<file path="config.mk">
export PLATFORM = sky130hd
export DESIGN_NAME = adc_decimator
export DESIGN_NICKNAME = d
export VERILOG_FILES = /design/src/rtl/adc_decimator.sv
export SDC_FILE = /design/constraint.sdc
export NUM_CORES = 1
export LEC_CHECK = 0
export BUFFER_PORTS_ARGS = -buffer_cell sky130_fd_sc_hd__buf_2
export CAP_MARGIN = 30
export CORE_MARGIN = 2
export CORE_UTILIZATION = 50
export DETAILED_ROUTE_END_ITERATION = 8
export PLACE_DENSITY_LB_ADDON = 0.05
export SETUP_SLACK_MARGIN = 0.2
export SLEW_MARGIN = 10
export SYNTH_ARGS = -nofsm -noshare
export SYNTH_HDL_FRONTEND = slang
export SYNTH_SLANG_ARGS = --single-unit
</file>
<file path="constraint.sdc">
create_clock -name clk -period 2.5 [get_ports clk]
set_clock_uncertainty 0.05 [all_clocks]
set_input_delay 0.5 -clock clk [delete_from_list [all_inputs] [get_ports clk]]
set_output_delay 0.5 -clock clk [all_outputs]
set_load 0.05 [all_outputs]
</file>
<file path="src/rtl/adc_decimator.sv">
// adc_decimator
//   Decimates the registered delta-ADC value by N = 2^LOG2_N. For each window of
//   N qualified samples it produces the floor mean, the minimum and the maximum.
//   Results leave on a valid/ready interface. A completed window that cannot be
//   delivered because a result is still waiting is dropped and latches overrun.
//
// Ports
//   clk            system clock, rising edge
//   reset_n        synchronous active-low reset
//   en_i           1 = decimate, 0 = abort current window and idle
//   adc_value_i    ADC sample, qualified by sample_strb_i
//   sample_strb_i  single-cycle sample strobe
//   dec_data_o     window mean (sum >> LOG2_N, truncating)
//   dec_min_o      window minimum
//   dec_max_o      window maximum
//   dec_valid_o    result valid, held until accepted
//   dec_ready_i    consumer ready
//   overrun_o      sticky: a completed window was dropped
//   clr_overrun_i  clears overrun_o (a simultaneous drop wins)
//
// state  | meaning
// IDLE   | disabled, window registers held at their initial values
// ACCUM  | collecting samples into the current window

module adc_decimator #(
  parameter int W      = 16,
  parameter int LOG2_N = 4
) (
  input  logic         clk,
  input  logic         reset_n,
  input  logic         en_i,
  input  logic [W-1:0] adc_value_i,
  input  logic         sample_strb_i,
  output logic [W-1:0] dec_data_o,
  output logic [W-1:0] dec_min_o,
  output logic [W-1:0] dec_max_o,
  output logic         dec_valid_o,
  input  logic         dec_ready_i,
  output logic         overrun_o,
  input  logic         clr_overrun_i
);

  localparam int N  = 1 << LOG2_N;
  localparam int CW = (LOG2_N > 0) ? LOG2_N : 1;
  localparam int AW = W + LOG2_N;

  localparam logic [0:0] S_IDLE  = 1'b0;
  localparam logic [0:0] S_ACCUM = 1'b1;

  localparam logic [CW-1:0] CNT_LAST = CW'(N - 1);

  logic [0:0]    state;
  logic [AW-1:0] acc;
  logic [CW-1:0] cnt;
  logic [W-1:0]  min_r;
  logic [W-1:0]  max_r;

  logic          count_en;
  logic          win_done;
  logic          load;
  logic          drop;
  logic [AW-1:0] sum_next;
  logic [AW-1:0] mean_full;
  logic [W-1:0]  min_next;
  logic [W-1:0]  max_next;

  always_comb begin
    count_en  = (state == S_ACCUM) && en_i && sample_strb_i;
    win_done  = count_en && (cnt == CNT_LAST);
    // A result slot is free if nothing is held or the held one leaves this cycle.
    load      = win_done && (!dec_valid_o || dec_ready_i);
    drop      = win_done && dec_valid_o && !dec_ready_i;
    sum_next  = acc + AW'(adc_value_i);
    mean_full = sum_next >> LOG2_N;
    min_next  = (adc_value_i < min_r) ? adc_value_i : min_r;
    max_next  = (adc_value_i > max_r) ? adc_value_i : max_r;
  end

  always_ff @(posedge clk) begin
    if (!reset_n) begin
      state       <= S_IDLE;
      acc         <= '0;
      cnt         <= '0;
      min_r       <= '1;
      max_r       <= '0;
      dec_data_o  <= '0;
      dec_min_o   <= '0;
      dec_max_o   <= '0;
      dec_valid_o <= 1'b0;
      overrun_o   <= 1'b0;
    end else begin
      case (state)
        S_IDLE: begin
          if (en_i) state <= S_ACCUM;
        end
        S_ACCUM: begin
          if (!en_i) begin
            state <= S_IDLE;
            acc   <= '0;
            cnt   <= '0;
            min_r <= '1;
            max_r <= '0;
          end else if (count_en) begin
            // Completion reinitialises in place so the next strobe starts a new window.
            if (win_done) begin
              acc   <= '0;
              cnt   <= '0;
              min_r <= '1;
              max_r <= '0;
            end else begin
              acc   <= sum_next;
              cnt   <= cnt + CW'(1);
              min_r <= min_next;
              max_r <= max_next;
            end
          end
        end
        default: state <= S_IDLE;
      endcase

      if (load) begin
        dec_data_o  <= mean_full[W-1:0];
        dec_min_o   <= min_next;
        dec_max_o   <= max_next;
        dec_valid_o <= 1'b1;
      end else if (dec_valid_o && dec_ready_i) begin
        dec_valid_o <= 1'b0;
      end

      if (drop) overrun_o <= 1'b1;
      else if (clr_overrun_i) overrun_o <= 1'b0;
    end
  end

endmodule

</file>
# ---- Word level (Yosys, flattened, before mapping)
# Cells that the tools add are included.
dict set report op_classes {
  n_addsub 2
  order_cmp 2
  n_eq_ne 2
  n_mux 19
  reduce_logical 13
}
# op count
set ops {}
lappend ops {{16-bit two-way mux} 8}
lappend ops {{20-bit two-way mux} 3}
lappend ops {{20-bit by 16-bit adder with 20-bit output} 1}
lappend ops {{16-bit greater-than comparator} 1}
lappend ops {{16-bit < comparator} 1}
lappend ops {{4-bit two-way mux} 3}
lappend ops {{1-bit logical AND} 7}
lappend ops {{1-bit two-way mux} 5}
lappend ops {{4-bit by 1-bit adder with 4-bit output, second input constant} 1}
lappend ops {{4-bit equality test, second input constant} 1}
lappend ops {{2-bit nonzero test} 2}
lappend ops {{1-bit logical NOT} 2}
lappend ops {{2-bit by 1-bit inequality test with 1-bit output, second input constant} 1}
lappend ops {{2-bit AND reduction} 1}
lappend ops {{1-bit logical OR} 1}
dict set report totals {
  regBits 107
  input_bits 22
  output_inout_bits 50
  word_cells 48
}

# ---- Longest topological paths before layout
# Gate-level depths: netlist (run 1).
dict set report logic_depth {
  depth_word 6
  mapped_depth 10
  depth_no_buf 9
}

# ---- Least setup slack after synthesis (run 1)
# No wires, ideal clock.
dict set report synth_timing {
  path_kind {input -> register}
  from {in adc_value_i[0]}
  to {reg acc[16]}
  setup_time_ns 0.086
  arrival_time_ns 2.384
  required_ns 2.364
  slack_ns -0.020
  path_stages 9
  path_buffers 0
  path_cell_list {ha_1 inv_1 fa_1 nand2b_1 a21oi_1 o31ai_1 a211oi_1 o21ai_0 a211oi_1}
}
dict set report synth_via {
  elab_chain_cells 4
}
# item line
set synth_rtl {}
lappend synth_rtl {{start, declared} 32} ;# input logic [W-1:0] adc_value_i,
lappend synth_rtl {{20-bit by 16-bit adder with 20-bit output} 73} ;# sum_next = acc + AW'(adc_value_i);
lappend synth_rtl {{20-bit two-way mux} 105} ;# if (win_done) begin
lappend synth_rtl {{20-bit two-way mux} 103} ;# end else if (count_en) begin
lappend synth_rtl {{20-bit two-way mux} 97} ;# if (!en_i) begin
lappend synth_rtl {{end signal, assigned} 111} ;# acc <= sum_next;
lappend synth_rtl {{end, declared} 53} ;# logic [AW-1:0] acc;
# Every way passes these cells. The select of a mux whose other input is x is not followed.
# A chain may end at the register's enable or synchronous reset.

# ---- Final worst setup path (run 1)
dict set report layout_timing {
  from {reg max_r[4]}
  to {reg max_r[9]}
}
dict set report layout_via {
  elab_chain_cells 5
}
# item line
set layout_rtl {}
lappend layout_rtl {{start, declared} 56} ;# logic [W-1:0] max_r;
lappend layout_rtl {{start signal, assigned} 114} ;# max_r <= max_next;
lappend layout_rtl {{16-bit greater-than comparator} 76} ;# max_next = (adc_value_i > max_r) ? adc_value_i : max_r;
lappend layout_rtl {{16-bit two-way mux} 76}
lappend layout_rtl {{16-bit two-way mux} 105}
lappend layout_rtl {{16-bit two-way mux} 103}
lappend layout_rtl {{16-bit two-way mux} 97}
# Every way passes these cells. The select of a mux whose other input is x is not followed.

==> results of run 1 <==
==> worst register-to-register path, stage by stage, from the launching register on <==
cell                        delay [ps]
sky130_fd_sc_hd__dfxtp_4           390
sky130_fd_sc_hd__inv_4              40
sky130_fd_sc_hd__ha_4              240
sky130_fd_sc_hd__nand4_1           220
sky130_fd_sc_hd__or3_4             410
sky130_fd_sc_hd__buf_6             130
sky130_fd_sc_hd__o2111ai_4         240
sky130_fd_sc_hd__buf_4             180
sky130_fd_sc_hd__a21oi_4            90
sky130_fd_sc_hd__a32o_2            300
==> logic make-up after synthesis <==
| logic type | count (synthesis) |
|---|---|
| AND/OR/NAND/NOR | 263 |
| AO/OA/AOI/OAI | 243 |
| flip-flops | 107 |
| buffers and inverters | 105 |
| adder cells (fa/ha/maj) | 49 |
| XOR/XNOR | 6 |
==> through the flow <==
step | cells | util [%] | instance area (sq um) | worst slack, ps | power, mW
final | 1052 | 68.53 | 8232 | 102.1 | 3.884
after global routing | 1052 | 68.53 | 8232 | 74.81 | 4.015
after CTS | 1043 | 65.99 | 7926 | 129.0 | 3.857
after detailed placement | 1021 | 61.70 | 7411 | -273.5 | 2.277
after global placement | 1021 | 61.70 | 7411 | -163.2 | 2.261
after floorplan | 773 | - | 6399 | 188.8 | 2.058
==> layout by cell type (no fill, tap or decap), drive strengths merged, types with 3 or more instances in the layout <==
cell	instances
a21o	6
nor3	40
buf	163
clkbuf	11
a32o	18
a22oi	4
a32oi	3
xnor2	6
ha	48
a2111oi	4
o2111ai	4
a31oi	7
and4	3
o21ai	64
dfxtp	107
a311oi	17
a221oi	16
nor2	88
o21a	8
and2	5
a21oi	50
a211oi	20
or3	8
nand2b	7
inv	56
nand4	9
nand2	58
o311ai	3
nand3	24
nor4	8
or2	5
nor3b	3
==> registers in the layout, summed over array words and instances, names as in the netlist <==
register,cells
acc,20
cnt,4
dec_data_o,16
dec_max_o,16
dec_min_o,16
dec_valid_o,1
max_r,16
min_r,16
overrun_o,1
state,1
==> layout make-up <==
cell class	count	area share, %
clock buffer	10	2.903
sequential	107	26.22
timing repair buffer	164	14.50
tap	147	2.234
multi-input combinational	562	50.48
clock inverter	6	1.079
inverter	56	2.584
==> path summary, 6_finish.rpt <==
| check | slack (ps) | cells past startpoint | to |
|---|---|---|---|
| min | 400 | 2 | dec_data_o[0]$_SDFFE_PN0P_ |
| max | 100 | 9 | max_r[9]$_SDFFE_PN0P_ |
| min reg2reg | 400 | 2 | dec_data_o[0]$_SDFFE_PN0P_ |
| max reg2reg | 100 | 9 | max_r[9]$_SDFFE_PN0P_ |
==> layer usage <==
layer	part of all wire (%)	up-vias	track usage [%]
met1	43	3185	40.10
met3	6.2	49	6.115
met2	48	281	50.86
li1	-	3112	-
met4	3.3	0	13.17
met5	0	-	0
==> power breakdown <==
| group | switching (mW) | internal, mW |
|---|---|---|
| Sequential | 0.0160 | 1.72 |
| Clock | 0.667 | 0.905 |
| Combinational | 0.345 | 0.231 |
| Total | 1.03 | 2.86 |
==> timing repair <==
| item | 4_1_cts | 5_1_grt |
|---|---|---|
| setup buffers | 5 | 8 |
| pin swaps | 7 | 23 |
| cloned | 1 | 1 |
| setup endpoints to repair | 44 | 82 |
| resized for setup | 33 | 49 |
==> impl_metrics.prom, run 1 <==
# TYPE chip_impl_metric gauge
chip_impl_info{name="status",value="complete, no violations"} 1
chip_impl_metric{name="period_share",unit="%"} 95.92
chip_impl_metric{name="critical_path_required",unit="ps"} 2710
chip_impl_metric{name="detailed_place_hpwl",unit="mm"} 14.38
chip_impl_metric{name="grt_pass1_vias",unit=""} 6334
chip_impl_metric{name="route.detailed.wl_per_inst",unit="um"} 19.60
chip_impl_info{name="synthTopCellsByArea",value="sky130_fd_sc_hd__dfxtp_1, sky130_fd_sc_hd__ha_1, sky130_fd_sc_hd__nor2_1"} 1
chip_impl_metric{name="wire_length_of_the_first_global_routing_pass",unit="mm"} 32.20
chip_impl_metric{name="detail-route-antenna-nets",unit=""} 0
chip_impl_metric{name="global_route.usage.total",unit="%"} 31.07
chip_impl_info{name="crit_path_cell_chain",value="inv_4 -> ha_4 -> nand4_1 -> or3_4 -> buf_6 -> o2111ai_4 -> buf_4 -> a21oi_4 -> a32o_2"} 1
chip_impl_metric{name="clock_insertion_delay_worst_skew",unit="ps"} 360
chip_impl_info{name="slowest_stage",value="sky130_fd_sc_hd__or3_4"} 1
chip_impl_metric{name="synthesis.yosys.warnings",unit=""} 0
chip_impl_metric{name="final.min_clock_period",unit="ps"} 2398
chip_impl_info{name="synth.top_cells.by_count",value="sky130_fd_sc_hd__dfxtp_1, sky130_fd_sc_hd__nor2_1, sky130_fd_sc_hd__o21ai_0"} 1
chip_impl_metric{name="die-height",unit="um"} 115.1
chip_impl_metric{name="synth-adder-area-share",unit="%"} 10.05
chip_impl_metric{name="vdd_drop_max",unit="uV"} 399.7
chip_impl_info{name="ys_dominant_reg_cell",value="sky130_fd_sc_hd__dfxtp_1"} 1
chip_impl_metric{name="static-leakage-power",unit="nW"} 3.575
chip_impl_metric{name="cts.reportedPaths.clkPinSlew",unit="ps"} 80
chip_impl_metric{name="timing.slew.headroom",unit="%"} 53.80
chip_impl_metric{name="ys_async_sr_fraction",unit="%"} 0
chip_impl_info{name="critPathTopFamily",value="simple AND/OR/NAND/NOR gates"} 1
chip_impl_metric{name="final-seq-area",unit="sq um"} 2158
chip_impl_info{name="unrepaired_setup_endpoints_after_global_routing",value="true"} 1
chip_impl_metric{name="routed-via-count",unit=""} 6627
chip_impl_metric{name="fp.dieW",unit="um"} 115.1
chip_impl_metric{name="grt_max_degree",unit=""} 78
chip_impl_metric{name="path_max_fanout",unit=""} 8
chip_impl_metric{name="power.density",unit="nW/um^2"} 471.8
chip_impl_metric{name="final_net_count",unit=""} 971
chip_impl_metric{name="tightestPinTransition",unit="ps"} 690.5
chip_impl_metric{name="post_synth_inst_count",unit=""} 773
chip_impl_metric{name="seq_area_frac_synth",unit="%"} 34.68
chip_impl_metric{name="setup-violations-final",unit=""} 0
chip_impl_metric{name="syn_area_per_cell",unit="sq um"} 7.990
chip_impl_metric{name="grt_remaining_overflow",unit=""} 0
chip_impl_metric{name="mappedNetlistNets",unit=""} 844
chip_impl_metric{name="layout.filler_cells",unit=""} 989
chip_impl_info{name="min_path_type",value="flop to flop"} 1
chip_impl_metric{name="slowest_delay",unit="ps"} 410
chip_impl_info{name="worstSetupEndpointType",value="flop"} 1
chip_impl_metric{name="antenna_cells",unit=""} 0
chip_impl_metric{name="remaining_drc_errors",unit=""} 0
chip_impl_metric{name="max_cap_violations",unit=""} 0
chip_impl_metric{name="htreeDepth",unit=""} 3
chip_impl_metric{name="fraction_of_layout_instances_using_a_drive_strength_above_1",unit="%"} 30.94
chip_impl_metric{name="cts-buffers-inserted",unit=""} 9
chip_impl_metric{name="final.hold.worst_slack",unit="ps"} 404.2
chip_impl_metric{name="ys_types",unit=""} 63
chip_impl_metric{name="worstPathBufferInverterCount",unit=""} 3
chip_impl_metric{name="coreArea",unit="sq um"} 12010
chip_impl_info{name="cts-root-buf",value="sky130_fd_sc_hd__clkbuf_16"} 1
chip_impl_metric{name="multi_input_area",unit="sq um"} 4155
chip_impl_metric{name="synthMuxAreaShare",unit="%"} 0
chip_impl_metric{name="synth_top_area_share",unit="%"} 34.68
chip_impl_metric{name="buffer_ports.inserted",unit=""} 71
chip_impl_metric{name="fmax",unit="MHz"} 417.0
chip_impl_metric{name="viasPerCell",unit=""} 6.299
chip_impl_metric{name="grt_antenna_before_repair",unit=""} 0
chip_impl_metric{name="initial_core_util",unit="%"} 51.42
chip_impl_info{name="synth_top_family_by_area",value="compound AO/OA/AOI/OAI gates"} 1
chip_impl_metric{name="cp.arrival",unit="ps"} 2610
chip_impl_metric{name="synthSimpleGateAreaFrac",unit="%"} 20.54
chip_impl_info{name="timing.hold.worst.start",value="dec_data_o[0]$_SDFFE_PN0P_"} 1
chip_impl_info{name="r2r-start",value="max_r[4]$_SDFFE_PN0P_"} 1
chip_impl_metric{name="ys_ff_latch",unit=""} 107
chip_impl_metric{name="placement_rows",unit=""} 40
chip_impl_metric{name="io_pins",unit=""} 72
chip_impl_info{name="crit_start",value="max_r[4]$_SDFFE_PN0P_"} 1
chip_impl_metric{name="dr.first_iter.drc_count",unit=""} 507
chip_impl_metric{name="synth-edff-count",unit=""} 0
chip_impl_metric{name="synth_xor_xnor_area_share",unit="%"} 0.8509
chip_impl_metric{name="die_area",unit="sq um"} 13260
chip_impl_metric{name="timing.setup.tns",unit="ps"} 0
chip_impl_metric{name="maxSlewViolCount",unit=""} 0
chip_impl_info{name="critPathKind",value="flop to flop"} 1
chip_impl_metric{name="place.gp.congestion",unit=""} 0.9639
chip_impl_info{name="yosysTopAreaCell",value="sky130_fd_sc_hd__dfxtp_1"} 1
chip_impl_info{name="tritoncts",value="built"} 1
chip_impl_info{name="yosys.cell_count.top_type",value="sky130_fd_sc_hd__dfxtp_1"} 1
chip_impl_metric{name="cts.path.max_buffers",unit=""} 2
chip_impl_metric{name="clkSinkCount",unit=""} 107
chip_impl_metric{name="synth_area",unit="sq um"} 6176
chip_impl_metric{name="routed_wirelength",unit="mm"} 20.62
chip_impl_metric{name="area_growth_syn_to_layout",unit="%"} 33.29
chip_impl_metric{name="cts_hold_buf",unit=""} 0
chip_impl_metric{name="hold_viol_final",unit=""} 0
chip_impl_metric{name="synth_compound_gate_area_share",unit="%"} 27.19
chip_impl_info{name="startpoint_class_of_the_critical_path",value="flop"} 1
chip_impl_metric{name="detailed_router_iteration_count_before_antenna_repair",unit=""} 5
Note: power is estimated with default switching activity, not from simulation.
==> run 2, diff against run 1 <==
--- a/config.mk
+++ b/config.mk
@@ -9,6 +9,7 @@
 export CAP_MARGIN = 30
 export CORE_MARGIN = 2
 export CORE_UTILIZATION = 50
+export CTS_BUF_LIST = sky130_fd_sc_hd__clkbuf_4 sky130_fd_sc_hd__clkbuf_8
 export DETAILED_ROUTE_END_ITERATION = 8
 export PLACE_DENSITY_LB_ADDON = 0.05
 export SETUP_SLACK_MARGIN = 0.2
==> impl_metrics.prom, run 2 (synthesized netlist as in run 1, its figures left out) <==
# TYPE chip_impl_metric gauge
chip_impl_info{name="status",value="complete, no violations"} 1
chip_impl_metric{name="max_cap_violations",unit=""} 0
chip_impl_metric{name="critical_path_required",unit="ps"} 2750
chip_impl_info{name="registers.top_by_ff_count",value="acc"} 1
chip_impl_info{name="timing.hold.worst.start",value="clr_overrun_i"} 1
chip_impl_metric{name="slowest_delay",unit="ps"} 410
chip_impl_metric{name="grt_antenna_before_repair",unit=""} 0
chip_impl_info{name="mostFrequentLayoutCells",value="sky130_fd_sc_hd__dfxtp_1, sky130_fd_sc_hd__nor2_1, sky130_fd_sc_hd__buf_4"} 1
chip_impl_metric{name="viasPerCell",unit=""} 6.244
chip_impl_metric{name="grt_pass1_vias",unit=""} 6386
chip_impl_info{name="min_path_type",value="input pin to flop"} 1
chip_impl_metric{name="holdPathStages",unit=""} 4
chip_impl_metric{name="timing.slew.headroom",unit="%"} 55.93
chip_impl_metric{name="numPlacedInstances",unit=""} 1021
chip_impl_metric{name="cts-buffers-inserted",unit=""} 9
chip_impl_metric{name="detail-route-antenna-nets",unit=""} 0
chip_impl_metric{name="power.density",unit="nW/um^2"} 430.9
chip_impl_info{name="cts-root-buf",value="sky130_fd_sc_hd__clkbuf_8"} 1
chip_impl_metric{name="remaining_drc_errors",unit=""} 0
chip_impl_metric{name="utilization",unit="%"} 68.22
chip_impl_metric{name="global_route.usage.total",unit="%"} 31.12
chip_impl_metric{name="area_growth_syn_to_layout",unit="%"} 32.68
chip_impl_metric{name="clock_insertion_delay_worst_skew",unit="ps"} 390
chip_impl_info{name="worstSetupEndpointType",value="flop"} 1
chip_impl_metric{name="cts.path.max_buffers",unit=""} 2
chip_impl_metric{name="cts_hold_buf",unit=""} 0
chip_impl_info{name="layout.cells.most_common",value="sky130_fd_sc_hd__dfxtp_1"} 1
chip_impl_metric{name="antenna_cells",unit=""} 0
chip_impl_metric{name="final_net_count",unit=""} 977
chip_impl_info{name="holdPathEnd",value="overrun_o$_SDFFE_PN0P_"} 1
chip_impl_metric{name="fp.dieW",unit="um"} 115.1
chip_impl_info{name="tritoncts",value="built"} 1
chip_impl_metric{name="cp.arrival",unit="ps"} 2660
chip_impl_metric{name="htreeDepth",unit=""} 3
chip_impl_metric{name="timing.setup.tns",unit="ps"} 0
chip_impl_info{name="r2r_end",value="max_r[6]$_SDFFE_PN0P_"} 1
chip_impl_metric{name="fmax",unit="MHz"} 413.8
chip_impl_metric{name="detailed_router_iteration_count_before_antenna_repair",unit=""} 5
chip_impl_metric{name="dr.first_iter.drc_count",unit=""} 494
chip_impl_metric{name="coreArea",unit="sq um"} 12010
chip_impl_info{name="startpoint_class_of_the_critical_path",value="flop"} 1
chip_impl_metric{name="grt_max_degree",unit=""} 78
chip_impl_metric{name="hold_viol_final",unit=""} 0
chip_impl_metric{name="io_pins",unit=""} 72
chip_impl_metric{name="stdcell_count",unit=""} 1058
chip_impl_metric{name="wire_length_of_the_first_global_routing_pass",unit="mm"} 32.31
chip_impl_metric{name="maxSlewViolCount",unit=""} 0
chip_impl_metric{name="routed-via-count",unit=""} 6606
chip_impl_metric{name="cts.reportedPaths.clkPinSlew",unit="ps"} 110
chip_impl_info{name="critPathTopFamily",value="compound AO/OA/AOI/OAI gates"} 1
chip_impl_metric{name="initial_core_util",unit="%"} 51.42
chip_impl_metric{name="setup-violations-final",unit=""} 0
chip_impl_metric{name="clkSinkCount",unit=""} 107
chip_impl_metric{name="placement_rows",unit=""} 40
chip_impl_metric{name="r2r_setup_slack",unit="ps"} 80
chip_impl_metric{name="die-height",unit="um"} 115.1
chip_impl_metric{name="place.gp.congestion",unit=""} 0.9639
chip_impl_metric{name="buffer_ports.inserted",unit=""} 71
chip_impl_metric{name="depth_of_the_most_critical_reg_to_reg_path",unit=""} 9
chip_impl_metric{name="tightestPinTransition",unit="ps"} 658.6
chip_impl_metric{name="routed_wirelength",unit="mm"} 20.63
chip_impl_info{name="critPathKind",value="flop to flop"} 1
chip_impl_metric{name="static-leakage-power",unit="nW"} 3.550
chip_impl_metric{name="worstPathBufferInverterCount",unit=""} 3
chip_impl_metric{name="grt_remaining_overflow",unit=""} 0
chip_impl_metric{name="die_area",unit="sq um"} 13260
chip_impl_metric{name="path_max_fanout",unit=""} 8
chip_impl_metric{name="fraction_of_layout_instances_using_a_drive_strength_above_1",unit="%"} 31.17
chip_impl_metric{name="route.detailed.wl_per_inst",unit="um"} 19.50
chip_impl_metric{name="layout.filler_cells",unit=""} 1012
chip_impl_info{name="r2r-start",value="max_r[6]$_SDFFE_PN0P_"} 1
chip_impl_metric{name="detailed_place_hpwl",unit="mm"} 14.38
chip_impl_info{name="crit_path_cell_chain",value="inv_4 -> ha_4 -> nand4_1 -> or3_4 -> buf_6 -> o2111ai_4 -> buf_4 -> a21oi_4 -> a32o_2"} 1
chip_impl_metric{name="number_of_flip_flops_in_the_largest_register",unit=""} 20
chip_impl_info{name="unrepaired_setup_endpoints_after_global_routing",value="true"} 1
chip_impl_info{name="slowest_stage",value="sky130_fd_sc_hd__or3_4"} 1
chip_impl_metric{name="vdd_drop_max",unit="uV"} 285.4
chip_impl_metric{name="final.min_clock_period",unit="ps"} 2417
chip_impl_metric{name="period_share",unit="%"} 96.67
[run 2: stage by stage]
stage          worst slack [ps]  instance area [sq um]  hold WS (ps)  total power, mW
2_1_floorplan             188.8                   6399         379.1            2.058
3_3_place_gp             -163.2                   7411         392.2            2.261
3_5_place_dp             -273.5                   7411         396.6            2.277
4_1_cts                   122.0                   7869         364.2            3.494
5_1_grt                   32.60                   8194         376.6            3.658
6_report                  83.21                   8194         373.5            3.531
[run 2: power breakdown]
part,total (mW),switching [mW],leakage (nW),internal (mW)
combinational,0.574,0.343,2.57,0.231
clock,1.22,0.629,0.108,0.591
sequential,1.74,0.0160,0.868,1.72
total,3.53,0.988,3.55,2.54
[run 2: worst min-delay path, delay by kind of cell]
family,cells,cell delay (ps)
compound gates,1,50
buf+inv,2,140
simple gates,1,90
[run 2: what timing repair did]
item | in CTS | in global routing
gates resized for setup | 33 | 48
setup buffers | 9 | 10
gates cloned | 1 | 1
pin swaps | 6 | 23
endpoints found under the hold margin | 0 | 0
setup endpoints to repair | 39 | 83
[run 2: worst max-delay path by stage]
stage                                from                     end  slack (ps)  depth (start not counted)
detailed placement         adc_value_i[6]   max_r[6]$_SDFFE_PN0P_        -270                          7
global route        max_r[6]$_SDFFE_PN0P_   max_r[7]$_SDFFE_PN0P_          30                          9
floorplan                 adc_value_i[10]  max_r[10]$_SDFFE_PN0P_         190                          8
finish              max_r[6]$_SDFFE_PN0P_   max_r[6]$_SDFFE_PN0P_          80                          9
global placement           adc_value_i[4]  max_r[14]$_SDFFE_PN0P_        -160                          7
CTS                 max_r[4]$_SDFFE_PN0P_  max_r[10]$_SDFFE_PN0P_         120                          8
[run 2: cell type report]
class / instances / area, sq um / share of cell area, %
multi-input cells: 562 / 4182 / 51.03
flip-flops and latches: 107 / 2158 / 26.34
repair buffers: 170 / 1231 / 15.03
inverters: 56 / 212.7 / 2.596
clock buffers: 10 / 137.6 / 1.680
clock inverters: 6 / 88.84 / 1.084
well taps: 147 / 183.9 / 2.245
[run 2: layer usage]
layer / vias up / GRT usage [%] / part of all wire [%]
li1: 3121 / - / -
met1: 3186 / 39.12 / 43
met2: 257 / 51.61 / 47
met3: 42 / 6.168 / 6.4
met4: 0 / 14.30 / 3.3
met5: - / 0 / 0
